<file path="src/rtl/clint_trap_ctrl_if.sv">
// Signal bundle between the commit stage / CSR file / MMIO fabric and the CLINT trap sequencer.
// The slave modport is the sequencer's view; the master modport is the surrounding core's view.
interface clint_trap_ctrl_if;
  logic        i_inst_valid;
  logic [63:0] i_pc;
  logic        i_ecall;
  logic        i_mret;
  logic [63:0] i_csr_mtvec;
  logic [63:0] i_csr_mepc;
  logic [63:0] i_csr_mstatus;
  logic        i_global_int_en;
  logic        i_mtime_int_en;
  logic        i_mtime_int_pend;
  logic        o_clint_csr_wen;
  logic [11:0] o_clint_csr_waddr;
  logic [63:0] o_clint_csr_wdata;
  logic        o_redirect_valid;
  logic [63:0] o_redirect_pc;
  logic        o_stall;
  logic        i_mmio_wen;
  logic [63:0] i_mmio_addr;
  logic [63:0] i_mmio_wdata;
  logic [63:0] o_mmio_rdata;
  logic        o_timer_int;

  modport slave (
    input  i_inst_valid, i_pc, i_ecall, i_mret,
    input  i_csr_mtvec, i_csr_mepc, i_csr_mstatus,
    input  i_global_int_en, i_mtime_int_en, i_mtime_int_pend,
    output o_clint_csr_wen, o_clint_csr_waddr, o_clint_csr_wdata,
    output o_redirect_valid, o_redirect_pc, o_stall,
    input  i_mmio_wen, i_mmio_addr, i_mmio_wdata,
    output o_mmio_rdata, o_timer_int
  );

  modport master (
    output i_inst_valid, i_pc, i_ecall, i_mret,
    output i_csr_mtvec, i_csr_mepc, i_csr_mstatus,
    output i_global_int_en, i_mtime_int_en, i_mtime_int_pend,
    input  o_clint_csr_wen, o_clint_csr_waddr, o_clint_csr_wdata,
    input  o_redirect_valid, o_redirect_pc, o_stall,
    output i_mmio_wen, i_mmio_addr, i_mmio_wdata,
    input  o_mmio_rdata, o_timer_int
  );
endinterface

</file>
<file path="src/rtl/clint_trap_ctrl.sv">
// CLINT-side trap sequencer: owns mtime/mtimecmp, takes ecall/mret/timer interrupt at commit,
// writes mepc/mcause/mstatus one per cycle through the clint CSR port and redirects the PC.
module clint_trap_ctrl #(
  parameter logic [63:0] MTIME_ADDR    = 64'h0200_BFF8,
  parameter logic [63:0] MTIMECMP_ADDR = 64'h0200_4000,
  parameter int unsigned TICK_DIV      = 1
) (
  input  logic                     clk,
  input  logic                     rst,
  clint_trap_ctrl_if.slave         bus
);

  localparam int unsigned PW = (TICK_DIV > 1) ? $clog2(TICK_DIV) : 1;

  localparam logic [11:0] CSR_MSTATUS = 12'h300;
  localparam logic [11:0] CSR_MEPC    = 12'h341;
  localparam logic [11:0] CSR_MCAUSE  = 12'h342;

  localparam logic [63:0] CAUSE_MTI   = 64'h8000_0000_0000_0007;
  localparam logic [63:0] CAUSE_ECALL = 64'd11;

  typedef enum logic [2:0] {
    S_IDLE,
    S_T_MEPC,
    S_T_MCAUSE,
    S_T_MSTATUS,
    S_M_MSTATUS
  } state_t;

  state_t      r_state;
  logic [63:0] r_mtime;
  logic [63:0] r_mtimecmp;
  logic [PW-1:0] r_presc;
  logic [63:0] r_cause_q;

  logic        r_csr_wen;
  logic [11:0] r_csr_waddr;
  logic [63:0] r_csr_wdata;
  logic        r_redirect_valid;
  logic [63:0] r_redirect_pc;

  logic        w_idle;
  logic        w_int_take;
  logic        w_ecall_take;
  logic        w_mret_take;
  logic        w_tick;
  logic        w_wr_mtime;
  logic        w_wr_mtimecmp;
  logic [63:0] w_trap_mstatus;
  logic [63:0] w_mret_mstatus;
  logic        w_unused;

  assign w_idle       = (r_state == S_IDLE);
  assign w_int_take   = w_idle & bus.i_inst_valid & bus.i_global_int_en
                      & bus.i_mtime_int_en & bus.i_mtime_int_pend;
  assign w_ecall_take = w_idle & bus.i_inst_valid & bus.i_ecall;
  assign w_mret_take  = w_idle & bus.i_inst_valid & bus.i_mret;

  assign w_tick        = (r_presc == PW'(TICK_DIV - 1));
  assign w_wr_mtime    = bus.i_mmio_wen & (bus.i_mmio_addr == MTIME_ADDR);
  assign w_wr_mtimecmp = bus.i_mmio_wen & (bus.i_mmio_addr == MTIMECMP_ADDR);

  // mtvec is always treated as direct mode, so its mode bits are never consumed.
  assign w_unused = ^bus.i_csr_mtvec[1:0];

  always_comb begin
    // NOTE: every always_comb output is given a full default first so no path leaves it unassigned (no latch).
    w_trap_mstatus         = bus.i_csr_mstatus;
    w_trap_mstatus[7]      = bus.i_csr_mstatus[3];
    w_trap_mstatus[3]      = 1'b0;
    w_trap_mstatus[12:11]  = 2'b11;

    w_mret_mstatus         = bus.i_csr_mstatus;
    w_mret_mstatus[3]      = bus.i_csr_mstatus[7];
    w_mret_mstatus[7]      = 1'b1;
    w_mret_mstatus[12:11]  = 2'b11;
  end

  // NOTE: sequential state uses non-blocking assignments so every register samples pre-edge values.
  always_ff @(posedge clk) begin
    if (rst) begin
      r_mtime    <= '0;
      r_mtimecmp <= '1;
      r_presc    <= '0;
    end else begin
      r_presc <= w_tick ? '0 : r_presc + PW'(1);
      // A software write to mtime overrides the increment in the same cycle.
      if (w_wr_mtime)  r_mtime <= bus.i_mmio_wdata;
      else if (w_tick) r_mtime <= r_mtime + 64'd1;
      if (w_wr_mtimecmp) r_mtimecmp <= bus.i_mmio_wdata;
    end
  end

  // Outputs are registered on the transition into each write state, so they are a pure
  // function of the current state from the CSR file's point of view.
  always_ff @(posedge clk) begin
    if (rst) begin
      r_state          <= S_IDLE;
      r_cause_q        <= '0;
      r_csr_wen        <= 1'b0;
      r_csr_waddr      <= '0;
      r_csr_wdata      <= '0;
      r_redirect_valid <= 1'b0;
      r_redirect_pc    <= '0;
    end else begin
      r_csr_wen        <= 1'b0;
      r_csr_waddr      <= '0;
      r_csr_wdata      <= '0;
      r_redirect_valid <= 1'b0;
      r_redirect_pc    <= '0;
      case (r_state)
        S_IDLE: begin
          if (w_int_take || w_ecall_take) begin
            r_state     <= S_T_MEPC;
            r_cause_q   <= w_int_take ? CAUSE_MTI : CAUSE_ECALL;
            r_csr_wen   <= 1'b1;
            r_csr_waddr <= CSR_MEPC;
            r_csr_wdata <= bus.i_pc;
          end else if (w_mret_take) begin
            r_state          <= S_M_MSTATUS;
            r_csr_wen        <= 1'b1;
            r_csr_waddr      <= CSR_MSTATUS;
            r_csr_wdata      <= w_mret_mstatus;
            r_redirect_valid <= 1'b1;
            r_redirect_pc    <= bus.i_csr_mepc;
          end
        end
        S_T_MEPC: begin
          r_state     <= S_T_MCAUSE;
          r_csr_wen   <= 1'b1;
          r_csr_waddr <= CSR_MCAUSE;
          r_csr_wdata <= r_cause_q;
        end
        S_T_MCAUSE: begin
          // mstatus and mtvec are stable here: the pipeline is frozen and CPU CSR writes are inhibited.
          r_state          <= S_T_MSTATUS;
          r_csr_wen        <= 1'b1;
          r_csr_waddr      <= CSR_MSTATUS;
          r_csr_wdata      <= w_trap_mstatus;
          r_redirect_valid <= 1'b1;
          r_redirect_pc    <= {bus.i_csr_mtvec[63:2], 2'b00};
        end
        S_T_MSTATUS, S_M_MSTATUS: r_state <= S_IDLE;
        default:                  r_state <= S_IDLE;
      endcase
    end
  end

  assign bus.o_clint_csr_wen   = r_csr_wen;
  assign bus.o_clint_csr_waddr = r_csr_waddr;
  assign bus.o_clint_csr_wdata = r_csr_wdata;
  assign bus.o_redirect_valid  = r_redirect_valid;
  assign bus.o_redirect_pc     = r_redirect_pc;
  assign bus.o_stall           = ~w_idle | w_int_take | w_ecall_take | w_mret_take;
  assign bus.o_timer_int       = (r_mtime >= r_mtimecmp);
  assign bus.o_mmio_rdata      = (bus.i_mmio_addr == MTIME_ADDR)    ? r_mtime    :
                                 (bus.i_mmio_addr == MTIMECMP_ADDR) ? r_mtimecmp : 64'd0;

endmodule

</file>
<file path="src/flat_wrapper.sv">
// flat-port wrapper written by rule: the top's interface ports become plain ports
module clint_trap_ctrl_flat 
#(
  parameter logic [63:0] MTIME_ADDR    = 64'h0200_BFF8,
  parameter logic [63:0] MTIMECMP_ADDR = 64'h0200_4000,
  parameter int unsigned TICK_DIV      = 1
)
  (clk, rst, bus_i_inst_valid, bus_i_pc, bus_i_ecall, bus_i_mret, bus_i_csr_mtvec, bus_i_csr_mepc, bus_i_csr_mstatus, bus_i_global_int_en, bus_i_mtime_int_en, bus_i_mtime_int_pend, bus_o_clint_csr_wen, bus_o_clint_csr_waddr, bus_o_clint_csr_wdata, bus_o_redirect_valid, bus_o_redirect_pc, bus_o_stall, bus_i_mmio_wen, bus_i_mmio_addr, bus_i_mmio_wdata, bus_o_mmio_rdata, bus_o_timer_int);
  clint_trap_ctrl_if bus_i ();
  input  logic clk;
  input  logic rst;
  input wire logic [$bits(bus_i.i_inst_valid)-1:0] bus_i_inst_valid;
  input wire logic [$bits(bus_i.i_pc)-1:0] bus_i_pc;
  input wire logic [$bits(bus_i.i_ecall)-1:0] bus_i_ecall;
  input wire logic [$bits(bus_i.i_mret)-1:0] bus_i_mret;
  input wire logic [$bits(bus_i.i_csr_mtvec)-1:0] bus_i_csr_mtvec;
  input wire logic [$bits(bus_i.i_csr_mepc)-1:0] bus_i_csr_mepc;
  input wire logic [$bits(bus_i.i_csr_mstatus)-1:0] bus_i_csr_mstatus;
  input wire logic [$bits(bus_i.i_global_int_en)-1:0] bus_i_global_int_en;
  input wire logic [$bits(bus_i.i_mtime_int_en)-1:0] bus_i_mtime_int_en;
  input wire logic [$bits(bus_i.i_mtime_int_pend)-1:0] bus_i_mtime_int_pend;
  output wire logic [$bits(bus_i.o_clint_csr_wen)-1:0] bus_o_clint_csr_wen;
  output wire logic [$bits(bus_i.o_clint_csr_waddr)-1:0] bus_o_clint_csr_waddr;
  output wire logic [$bits(bus_i.o_clint_csr_wdata)-1:0] bus_o_clint_csr_wdata;
  output wire logic [$bits(bus_i.o_redirect_valid)-1:0] bus_o_redirect_valid;
  output wire logic [$bits(bus_i.o_redirect_pc)-1:0] bus_o_redirect_pc;
  output wire logic [$bits(bus_i.o_stall)-1:0] bus_o_stall;
  input wire logic [$bits(bus_i.i_mmio_wen)-1:0] bus_i_mmio_wen;
  input wire logic [$bits(bus_i.i_mmio_addr)-1:0] bus_i_mmio_addr;
  input wire logic [$bits(bus_i.i_mmio_wdata)-1:0] bus_i_mmio_wdata;
  output wire logic [$bits(bus_i.o_mmio_rdata)-1:0] bus_o_mmio_rdata;
  output wire logic [$bits(bus_i.o_timer_int)-1:0] bus_o_timer_int;
  assign bus_i.i_inst_valid = bus_i_inst_valid;
  assign bus_i.i_pc = bus_i_pc;
  assign bus_i.i_ecall = bus_i_ecall;
  assign bus_i.i_mret = bus_i_mret;
  assign bus_i.i_csr_mtvec = bus_i_csr_mtvec;
  assign bus_i.i_csr_mepc = bus_i_csr_mepc;
  assign bus_i.i_csr_mstatus = bus_i_csr_mstatus;
  assign bus_i.i_global_int_en = bus_i_global_int_en;
  assign bus_i.i_mtime_int_en = bus_i_mtime_int_en;
  assign bus_i.i_mtime_int_pend = bus_i_mtime_int_pend;
  assign bus_o_clint_csr_wen = bus_i.o_clint_csr_wen;
  assign bus_o_clint_csr_waddr = bus_i.o_clint_csr_waddr;
  assign bus_o_clint_csr_wdata = bus_i.o_clint_csr_wdata;
  assign bus_o_redirect_valid = bus_i.o_redirect_valid;
  assign bus_o_redirect_pc = bus_i.o_redirect_pc;
  assign bus_o_stall = bus_i.o_stall;
  assign bus_i.i_mmio_wen = bus_i_mmio_wen;
  assign bus_i.i_mmio_addr = bus_i_mmio_addr;
  assign bus_i.i_mmio_wdata = bus_i_mmio_wdata;
  assign bus_o_mmio_rdata = bus_i.o_mmio_rdata;
  assign bus_o_timer_int = bus_i.o_timer_int;
  clint_trap_ctrl #(.MTIME_ADDR(MTIME_ADDR), .MTIMECMP_ADDR(MTIMECMP_ADDR), .TICK_DIV(TICK_DIV)) u_core (.clk(clk), .rst(rst), .bus(bus_i));
endmodule
</file>
<file path="config.mk">
export PLATFORM = sky130hd
export DESIGN_NAME = clint_trap_ctrl_flat
export DESIGN_NICKNAME = d
export VERILOG_FILES = /design/src/rtl/clint_trap_ctrl_if.sv /design/src/rtl/clint_trap_ctrl.sv /design/src/flat_wrapper.sv
export SDC_FILE = /design/constraint.sdc
export NUM_CORES = 1
export LEC_CHECK = 0
export CORE_AREA = 4 4 229 231
export CTS_CLUSTER_DIAMETER = 30
export DETAILED_ROUTE_END_ITERATION = 6
export DIE_AREA = 0 0 233 235
export PLACE_DENSITY = 0.51
export SETUP_SLACK_MARGIN = 0.02
export SLEW_MARGIN = 20
export SYNTH_ARGS = -nofsm -noshare
export SYNTH_HDL_FRONTEND = slang
export SYNTH_SLANG_ARGS = --single-unit
</file>
<file path="constraint.sdc">
create_clock -name clk -period 6.73 [get_ports clk]
set_clock_uncertainty 0.05 [all_clocks]
set_input_delay 1.6825 -clock clk [delete_from_list [all_inputs] [get_ports clk]]
set_output_delay 1.6825 -clock clk [all_outputs]
set_load 0.1 [all_outputs]
</file>
==> impl_metrics.py, run 1 <==
metrics = {
    "sta": {
        "rsz0062_at_grt": "no",
        "max_freq_ghz": 0.164,
        "period_share_pct": 90.7,
        "tightest_slew_ns": 1.17,
        "final.min_clock_period_ns": 6.10,
        "hold_viol_final": 0,
        "timing.final.max_slew_violations": 0,
        "finalSetupViolCount": 0,
        "finalSetupTns_ns": 0,
        "slew-limit-headroom_pct": 22.1,
    },
    "power": {
        "sw_frac_of_total_pct": 26.5,
        "clkPwrFrac_pct": 59.2,
        "intPower_mw": 4.79,
        "p_leak_nw": 9.01,
        "ir_worst_vdd_v": 0.000262,
        "pwr-share-comb_pct": 15.1,
        "power_switching_mw": 1.72,
        "finalPower_mw": 6.51,
        "p_per_area_nw_per_um2": 286,
        "seqPwrFrac_pct": 25.7,
    },
    "worst_setup_path": {
        "r2r-end": "u_core.bus.o_clint_csr_wdata[29]",
        "path_class": "reg2out",
        "ff2ff_path_depth": 6,
        "end_kind": "output pin",
        "worstPathRequired_ns": 5.00,
        "start_kind": "flop",
        "ff2ff_setup_slack_ns": 3.66,
        "r2r_start": "u_core.r_state[0]",
        "cp_max_fo": 6,
        "worstPathArrival_ns": 4.37,
    },
    "placed_design": {
        "place_congestion": 0.870,
        "io_buffer_count": 589,
        "dp_hpwl_mm": 44.3,
    },
    "finish": {
        "fin_util_pct": 45.4,
        "fin_nets": 2525,
        "drive_gt1_share_pct": 11.1,
        "area_growth_pct": 76.9,
    },
    "detailed_routing": {
        "drt-pass1-iter-count": 7,
        "wl_per_cell_um": 20.9,
        "first_iter_violations": 898,
        "final_antenna_net_count": 0,
        "drc": 0,
        "via_per_inst": 4.86,
        "routed_wl_mm": 58.5,
        "vias": 13638,
    },
    "grt": {
        "antenna_found_initial": 9,
        "grt_pass1_wl_mm": 86.6,
        "grt.overflow.total": 0,
        "track_usage_pct": 20.6,
        "grt_pass1_vias": 13899,
        "grt_max_degree": 86,
    },
    "status": {
        "outcome": "finished clean",
    },
    "die": {
        "die-height_um": 235,
        "num_rows": 82,
        "dieArea_um2": 54800,
        "ios": 601,
        "start_util_pct": 25.7,
        "die_w_um": 233,
        "core_um2": 50100,
    },
    "clock_tree": {
        "clk_latency_ns": 0.58,
        "clkTransAtPathRegs_ns": 0.04,
        "clock_path_buffers": 3,
        "cts_buffers": 78,
        "cts_resized": 0,
        "postCtsSetupBuffers": 0,
        "cts_tree": "yes",
        "cts_hold_buf": 0,
        "cts_root_buffer": "clkbuf_16",
        "ctsHtreeMaxLevel": 3,
        "cts_sinks": 268,
    },
    "hold_path": {
        "worstHoldStart": "u_core.r_cause_q[2]",
        "hold_depth": 2,
        "whs_endpoint": "u_core.r_cause_q[2]",
        "hold_path_class": "reg2reg",
    },
    "synth": {
        "yosys.area.top_type_share_pct": 41.8,
        "ys_ff_latch": 268,
        "synth_top_cell_by_area": "dfxtp_1",
        "ys_types": 60,
        "synth_flop_cell": "dfxtp_1",
        "synthTopCellsByArea": "dfxtp_1 (42%), nor2_1 (7.1%), a22oi_1 (6.9%), ha_1 (6.3%), a22o_1 (4.4%)",
        "seq_area_frac_synth_pct": 41.8,
        "synth_edf_count": 0,
        "synthArstFlopShare_pct": 0,
        "ys_warn_count": 0,
        "syn-instance-count": 1487,
        "synth_area_um2": 12800,
        "syn_avg_cell_area_um2": 8.64,
    },
    "flow_run": {
        "maxCapViolCount": 0,
    },
}
kinds of logic (layout without fill, tap and decap cells):
kind of cell / count (synthesis) / count (layout) / share of synthesized area, %
adder cells (fa/ha/maj): 65 / 65 / 6.33
XOR/XNOR: 57 / 57 / 3.89
AND/OR/NAND/NOR: 519 / 519 / 19.1
buffers and inverters: 191 / 823 / 6.10
flip-flops: 268 / 268 / 41.8
AO/OA/AOI/OAI: 383 / 383 / 22.6
multiplexers: 3 / 3 / 0.234
other: 1 / 15 / 0.0292
critical path: stages (launching register included):
cell and delay [ns]:
dfxtp_1 0.43, ha_1 0.29, a211o_1 0.29, a31oi_1 0.20
o221ai_1 0.18, a211o_1 0.31, a311oi_1 0.73, o21ai_0 0.31
clkdlybuf4s50_1 1.05
routing by layer:
metal / global-route usage [%] / share of wire [%] / vias up
met2: 32.9 / 47 / 516
met4: 6.50 / 2.4 / 4
met1: 25.6 / 42 / 6431
met3: 7.99 / 8.9 / 93
met5: 0 / 0.036 / -
li1: - / - / 6594
flip-flops by register name, indices dropped and copies added, names as in the netlist:
name	count
u_core.bus.o_clint_csr_wdata	64
u_core.bus.o_redirect_pc	64
u_core.r_mtime	64
u_core.r_mtimecmp	64
u_core.bus.o_clint_csr_waddr	4
u_core.r_cause_q	3
u_core.r_state	3
u_core.bus.o_redirect_valid	1
u_core.r_presc	1
metrics by stage:
stage	hold WS (ns)	cells	setup WS, ns	instance area (um2)
after CTS	0.444	2798	0.631	22700
after floorplan	0.399	1494	1.10	12900
after global placement	0.431	2659	0.766	19900
final	0.447	2805	0.627	22700
after detailed placement	0.436	2659	0.780	19900
after global routing	0.489	2803	0.418	22700
synthesized netlist by cell type, types with 2 or more instances:
master	count
o21ai_0	9
nor4_2	3
xor2_1	12
and2_1	5
a21oi_1	29
nor4_4	2
a211o_1	11
a222oi_1	5
mux2i_1	3
nor4b_1	5
nand2b_1	2
nand2_2	2
buf_2	20
nand2_1	103
nand4_4	2
o211ai_1	58
and4_1	3
o41ai_1	2
a22o_1	64
a21o_1	14
buf_1	13
or4_1	2
nand3b_1	2
xnor2_1	45
dfxtp_1	268
a41oi_1	2
a22oi_1	118
and3_1	11
nand3_2	2
nor3_1	26
a211oi_1	58
nor2_1	242
inv_1	81
a221oi_1	2
or3_1	2
nor4_1	37
nor3b_1	2
ha_1	65
o221ai_1	2
nand4_1	29
nand3_1	28
buf_4	9
clkbuf_1	67
a311oi_1	2
nor3_2	3
cells in the final DEF, fill, tap and decap left out, drive strengths merged, types with 45 or more instances in the layout:
cell type and n:
ha 65, nor2 243, clkdlybuf4s50 522, a22o 64, dfxtp 268, buf 81
o211ai 58, a22oi 118, clkbuf 108, xnor2 45, nand2 105, inv 81
a211oi 59
layout make-up:
type / count / area [um2]
Timing Repair Buffer: 603 / 6670
Fill cell: 4911 / 27300
Multi-Input combinational cell: 1035 / 6760
Inverter: 81 / 304
Antenna cell: 7 / 17.5
Clock inverter: 31 / 478
Sequential cell: 268 / 5370
Tap cell: 672 / 841
Clock buffer: 108 / 2290
worst max path at each step:
stage / depth (start not counted) / to / slack [ns] / from
final: 8 / bus_o_timer_int / 0.63 / u_core.r_mtime[2]
after global routing: 8 / bus_o_timer_int / 0.42 / u_core.r_mtime[2]
after CTS: 8 / bus_o_timer_int / 0.63 / u_core.r_mtime[2]
after detailed placement: 7 / bus_o_mmio_rdata[25] / 0.78 / bus_i_mmio_addr[3]
after global placement: 7 / bus_o_mmio_rdata[25] / 0.77 / bus_i_mmio_addr[3]
after floorplan: 7 / bus_o_mmio_rdata[33] / 1.10 / bus_i_mmio_addr[33]
power groups by stage:
| stage | logic, mW | clock network [mW] | registers [mW] |
|---|---|---|---|
| 2_1_floorplan | 0.206 | 0 | 2.06 |
| 3_3_place_gp | 0.987 | 0 | 1.70 |
| 3_5_place_dp | 0.986 | 0 | 1.70 |
| 4_1_cts | 0.990 | 3.92 | 1.67 |
| 5_1_grt | 1.03 | 4.01 | 1.67 |
| 6_report | 0.985 | 3.85 | 1.67 |
Note: power is estimated with default switching activity, not from simulation.
==> inputs of run 2 (changes only) <==
--- a/config.mk
+++ b/config.mk
@@ -11,6 +11,7 @@
 export DIE_AREA = 0 0 233 235
 export PLACE_DENSITY = 0.51
 export SETUP_SLACK_MARGIN = 0.02
+export SKIP_CTS_REPAIR_TIMING = 1
 export SLEW_MARGIN = 20
 export SYNTH_ARGS = -nofsm -noshare
 export SYNTH_HDL_FRONTEND = slang
==> constraint.sdc (replaced) <==
create_clock -name clk -period 6.58 [get_ports clk]
set_clock_uncertainty 0.05 [all_clocks]
set_input_delay 1.645 -clock clk [delete_from_list [all_inputs] [get_ports clk]]
set_output_delay 1.645 -clock clk [all_outputs]
set_load 0.1 [all_outputs]
==> impl_metrics.py, run 2 (synthesized netlist as in run 1, its figures left out) <==
metrics = {
    "status": {
        "outcome": "finished clean",
    },
    "detailed_routing": {
        "first_iter_violations": 871,
        "routed_wl_mm": 58.5,
        "drc": 0,
        "drt-pass1-iter-count": 7,
        "vias": 13532,
        "via_per_inst": 4.82,
        "final_antenna_net_count": 0,
        "wl_per_cell_um": 20.9,
    },
    "finish": {
        "layout_commonest_cell": "clkdlybuf4s50_1",
        "final_cell_mix": "clkdlybuf4s50_1 (522), dfxtp_1 (268), nor2_1 (240)",
        "fin_nets": 2525,
        "stdcell_area_um2": 22700,
        "nFillCells": 4881,
        "area_growth_pct": 76.7,
        "drive_gt1_share_pct": 11.2,
        "regArea_um2": 5370,
        "multi_input_area_um2": 6760,
    },
    "worst_setup_path": {
        "crit_family": "compound AO/OA/AOI/OAI gates",
        "path_cells": "ha_1, a211o_1, a31oi_1, o221ai_1, a211o_1, a311oi_1, o21ai_0, clkdlybuf4s50_1",
        "worstPathRequired_ns": 4.89,
        "cp_slowest_cell": "clkdlybuf4s50_1",
        "start_kind": "flop",
        "crit_buf_inv": 1,
        "path_class": "reg2out",
        "worstPathArrival_ns": 4.57,
        "cp_max_fo": 6,
        "cp_slowest_stage_delay_ns": 1.06,
        "end_kind": "output pin",
        "cp_common_cell": "a211o_1",
    },
    "clock_tree": {
        "cts_root_buffer": "clkbuf_16",
        "clkTransAtPathRegs_ns": 0.04,
        "clk_latency_ns": 0.59,
        "cts_buffers": 76,
        "ctsHtreeMaxLevel": 3,
        "clock_path_buffers": 3,
        "cts_tree": "yes",
        "cts_sinks": 268,
    },
    "power": {
        "clkPwrFrac_pct": 58.7,
        "p_per_area_nw_per_um2": 291,
        "seqPwrFrac_pct": 25.9,
        "p_leak_nw": 8.99,
        "ir_worst_vdd_v": 0.000212,
        "finalPower_mw": 6.60,
        "pwr-share-comb_pct": 15.3,
        "power_switching_mw": 1.81,
        "sw_frac_of_total_pct": 27.4,
        "intPower_mw": 4.79,
    },
    "sta": {
        "fin_ws_ns": 0.314,
        "timing.final.max_slew_violations": 0,
        "period_share_pct": 95.2,
        "rsz0062_at_grt": "no",
        "finalSetupViolCount": 0,
        "tightest_slew_ns": 1.17,
        "finalSetupTns_ns": 0,
        "slew-limit-headroom_pct": 22.0,
        "final.min_clock_period_ns": 6.27,
        "hold_viol_final": 0,
        "max_freq_ghz": 0.160,
    },
    "placed_design": {
        "dp_hpwl_mm": 44.6,
        "io_buffer_count": 589,
        "placed_cell_area_um2": 20000,
        "pre_cts_ws_ns": 0.657,
        "place_congestion": 0.860,
    },
    "die": {
        "die-height_um": 235,
        "die_w_um": 233,
        "num_rows": 82,
        "dieArea_um2": 54800,
        "core_um2": 50100,
        "ios": 601,
        "start_util_pct": 25.7,
    },
    "flow_run": {
        "maxCapViolCount": 0,
    },
    "grt": {
        "grt.overflow.total": 0,
        "antenna_found_initial": 9,
        "grt_max_degree": 91,
        "track_usage_pct": 20.5,
        "grt_pass1_wl_mm": 85.9,
        "grt_pass1_vias": 13627,
    },
    "hold_path": {
        "hold_path_class": "reg2reg",
    },
}
-- run 2: changes by cell type in the layout (fill, tap and decap cells not counted), sizes merged --
cell / delta
clkinvlp: +2
buf: +2
clkbuf: -8
inv: +6
diode: -1
-- run 2: final timing paths --
kind | to | slack (ns) | from | cells after the start
max | bus_o_timer_int | 0.31 | u_core.r_mtime[2] | 8
min | u_core.r_cause_q[2] | 0.45 | u_core.r_cause_q[2] | 2
max reg2reg | u_core.bus.o_clint_csr_wdata[34] | 3.45 | u_core.r_state[0] | 6
min reg2reg | u_core.r_cause_q[2] | 0.45 | u_core.r_cause_q[2] | 2
-- run 2: area by class of cell --
type / count / area share (%)
clock buffer: 100 / 9.40
tap: 672 / 3.70
timing repair buffer: 605 / 29.5
inverter: 81 / 1.34
clock inverter: 39 / 2.57
sequential: 268 / 23.6
multi-input combinational: 1035 / 29.8
antenna: 6 / 0.0661
-- run 2: metal layers --
metal  global-route usage (%)  vias to the layer above  share of wire (%)
li1                         -                     6596                  -
met1                     26.0                     6348                 43
met2                     32.2                      498                 47
met3                     7.72                       84                8.7
met4                     6.18                        6                1.9
met5                        0                        -              0.058
-- run 2: stage by stage --
stage | hold slack [ns] | utilization, % | instances
floorplan | 0.399 | - | 1494
global placement | 0.430 | 39.8 | 2660
detailed placement | 0.434 | 39.8 | 2660
CTS | 0.441 | 45.3 | 2799
global route | 0.488 | 45.3 | 2806
finish | 0.446 | 45.3 | 2806
-- run 2: power groups by stage --
stage	Clock [mW]	Sequential, mW	Combinational (mW)
after detailed placement	0	1.74	1.01
final	3.88	1.71	1.01
after floorplan	0	2.10	0.211
after global routing	4.04	1.71	1.05
after CTS	3.94	1.71	1.01
after global placement	0	1.73	1.01
-- run 2: tightest hold or removal path: cells and delay by family, from the launching register on --
| family | cells | cell delay (ns) |
|---|---|---|
| compound gates | 1 | 0.06 |
| flops | 1 | 0.33 |
| simple gates | 1 | 0.06 |
==> inputs of run 3 (changes only) <==
--- a/config.mk
+++ b/config.mk
@@ -9,7 +9,7 @@
 export CTS_CLUSTER_DIAMETER = 30
 export DETAILED_ROUTE_END_ITERATION = 6
 export DIE_AREA = 0 0 233 235
-export PLACE_DENSITY = 0.51
+export PLACE_DENSITY_LB_ADDON = 0.25
 export SETUP_SLACK_MARGIN = 0.02
 export SKIP_CTS_REPAIR_TIMING = 1
 export SLEW_MARGIN = 20
==> constraint.sdc (replaced) <==
create_clock -name clk -period 6.58 [get_ports clk]
set_clock_uncertainty 0.05 [all_clocks]
set_input_delay 1.645 -clock clk [delete_from_list [all_inputs] [get_ports clk]]
set_output_delay 1.645 -clock clk [all_outputs]
set_load 0.05 [all_outputs]
==> impl_metrics.py, run 3 (synthesized netlist as in run 1, its figures left out) <==
metrics = {
    "clock_tree": {
        "clk_latency_ns": 0.58,
        "clkTransAtPathRegs_ns": 0.04,
        "clock_path_buffers": 3,
        "ctsHtreeMaxLevel": 3,
        "cts_root_buffer": "clkbuf_16",
        "cts_buffers": 83,
        "cts_tree": "yes",
        "cts_sinks": 268,
    },
    "power": {
        "intPower_mw": 4.94,
        "ir_worst_vdd_v": 0.000240,
        "power_switching_mw": 1.60,
        "sw_frac_of_total_pct": 24.5,
        "p_leak_nw": 9.09,
        "seqPwrFrac_pct": 26.2,
        "p_per_area_nw_per_um2": 286,
        "clkPwrFrac_pct": 61.6,
        "pwr-share-comb_pct": 12.2,
    },
    "die": {
        "die-height_um": 235,
        "ios": 601,
        "start_util_pct": 25.7,
        "core_um2": 50100,
        "num_rows": 82,
        "dieArea_um2": 54800,
        "die_w_um": 233,
    },
    "worst_setup_path": {
        "path_class": "in2out",
        "worstPathArrival_ns": 4.28,
        "ff2ff_setup_slack_ns": 3.45,
        "end_kind": "output pin",
        "cp_common_cell": "buf_12",
        "start_kind": "input port",
        "path_cells": "clkdlybuf4s50_1, and4_1, nand3_1, nor4_1, and3_2, buf_12, a22o_1, buf_12",
        "cp_max_fo": 33,
        "crit_buf_inv": 3,
        "crit_family": "simple AND/OR/NAND/NOR gates",
        "cp_slowest_stage_delay_ns": 0.62,
        "cp_slowest_cell": "nor4_1",
        "worstPathRequired_ns": 4.89,
    },
    "placed_design": {
        "io_buffer_count": 589,
        "place_congestion": 0.878,
        "dp_hpwl_mm": 44.4,
    },
    "grt": {
        "grt_pass1_vias": 14035,
        "track_usage_pct": 20.5,
        "grt.overflow.total": 0,
        "grt_pass1_wl_mm": 86.6,
        "antenna_found_initial": 5,
        "grt_max_degree": 87,
    },
    "detailed_routing": {
        "via_per_inst": 4.85,
        "final_antenna_net_count": 0,
        "routed_wl_mm": 58.3,
        "wl_per_cell_um": 20.7,
        "drt-pass1-iter-count": 6,
        "vias": 13661,
        "drc": 0,
        "first_iter_violations": 930,
    },
    "finish": {
        "fin_util_pct": 45.7,
        "nFillCells": 4823,
        "layout_commonest_cell": "clkdlybuf4s50_1",
        "final_cell_mix": "clkdlybuf4s50_1 (524), dfxtp_1 (268), nor2_1 (240)",
        "fin_nets": 2532,
        "area_growth_pct": 77.9,
        "drive_gt1_share_pct": 11.5,
    },
    "sta": {
        "finalSetupTns_ns": 0,
        "slew-limit-headroom_pct": 27.2,
        "tightest_slew_ns": 1.09,
        "finalSetupViolCount": 0,
        "max_freq_ghz": 0.167,
        "final.min_clock_period_ns": 5.97,
        "hold_viol_final": 0,
        "period_share_pct": 90.8,
        "timing.final.max_slew_violations": 0,
        "rsz0062_at_grt": "no",
        "hold_ws_ns": 0.455,
    },
    "status": {
        "outcome": "finished clean",
    },
    "flow_run": {
        "maxCapViolCount": 0,
    },
    "hold_path": {
        "hold_path_class": "reg2reg",
    },
}
==> run 3: cell count changes in the layout (fill, tap and decap cells not counted), sizes merged <==
cell | before | now
buf | 83 | 81
clkinv | 13 | 21
diode | 6 | 4
bufinv | 12 | 11
clkdlybuf4s50 | 522 | 524
clkinvlp | 8 | 2
clkbuf | 100 | 115
inv | 87 | 85
==> run 3: final timing paths <==
check,from,end,cells after the start
hold reg to reg,u_core.r_cause_q[1],u_core.r_cause_q[1],2
setup reg to reg,u_core.r_state[0],u_core.bus.o_redirect_pc[16],6
hold / removal,u_core.r_cause_q[1],u_core.r_cause_q[1],2
setup / recovery,bus_i_mmio_addr[8],bus_o_mmio_rdata[22],8
==> run 3: layout make-up <==
type / count / area (um2) / area share [%]
clock inverters: 38 / 508 / 2.22
multi-input cells: 1035 / 6760 / 29.6
inverters: 81 / 304 / 1.33
clock buffers: 115 / 2360 / 10.3
flip-flops and latches: 268 / 5370 / 23.5
repair buffers: 605 / 6710 / 29.4
diodes: 4 / 10.0 / 0.0438
well taps: 672 / 841 / 3.68
==> run 3: metrics by stage <==
| stage | cell area [um2] | instances | power [mW] | worst slack (ns) |
|---|---|---|---|---|
| 6_report | 22900 | 2818 | 6.54 | 0.607 |
| 2_1_floorplan | 12900 | 1494 | 2.10 | 1.36 |
| 3_3_place_gp | 20000 | 2661 | 2.53 | 0.673 |
| 5_1_grt | 22900 | 2817 | 6.75 | 0.413 |
| 4_1_cts | 22900 | 2814 | 6.61 | 0.646 |
| 3_5_place_dp | 20000 | 2661 | 2.54 | 0.676 |
==> run 3: power by group through the flow <==
stage | Sequential (mW) | Combinational (mW) | Clock, mW
after global routing | 1.71 | 0.841 | 4.20
final | 1.71 | 0.800 | 4.03
after detailed placement | 1.74 | 0.800 | 0
after CTS | 1.71 | 0.804 | 4.10
after floorplan | 1.91 | 0.190 | 0
after global placement | 1.73 | 0.798 | 0
==> run 3: per-layer routing <==
layer	GRT usage (%)	vias to the layer above	part of all wire, %
met2	32.3	519	46
li1	-	6622	-
met3	8.36	96	9.5
met4	6.57	2	2.7
met5	0	-	0.022
met1	25.4	6422	42
==> run 3: worst reg2reg max path: cells and delay by family (launching register included) <==
family          cells  cell delay, ns
compound gates      1            0.12
flops               1            0.36
simple gates        4            2.08
buf+inv             1            0.45
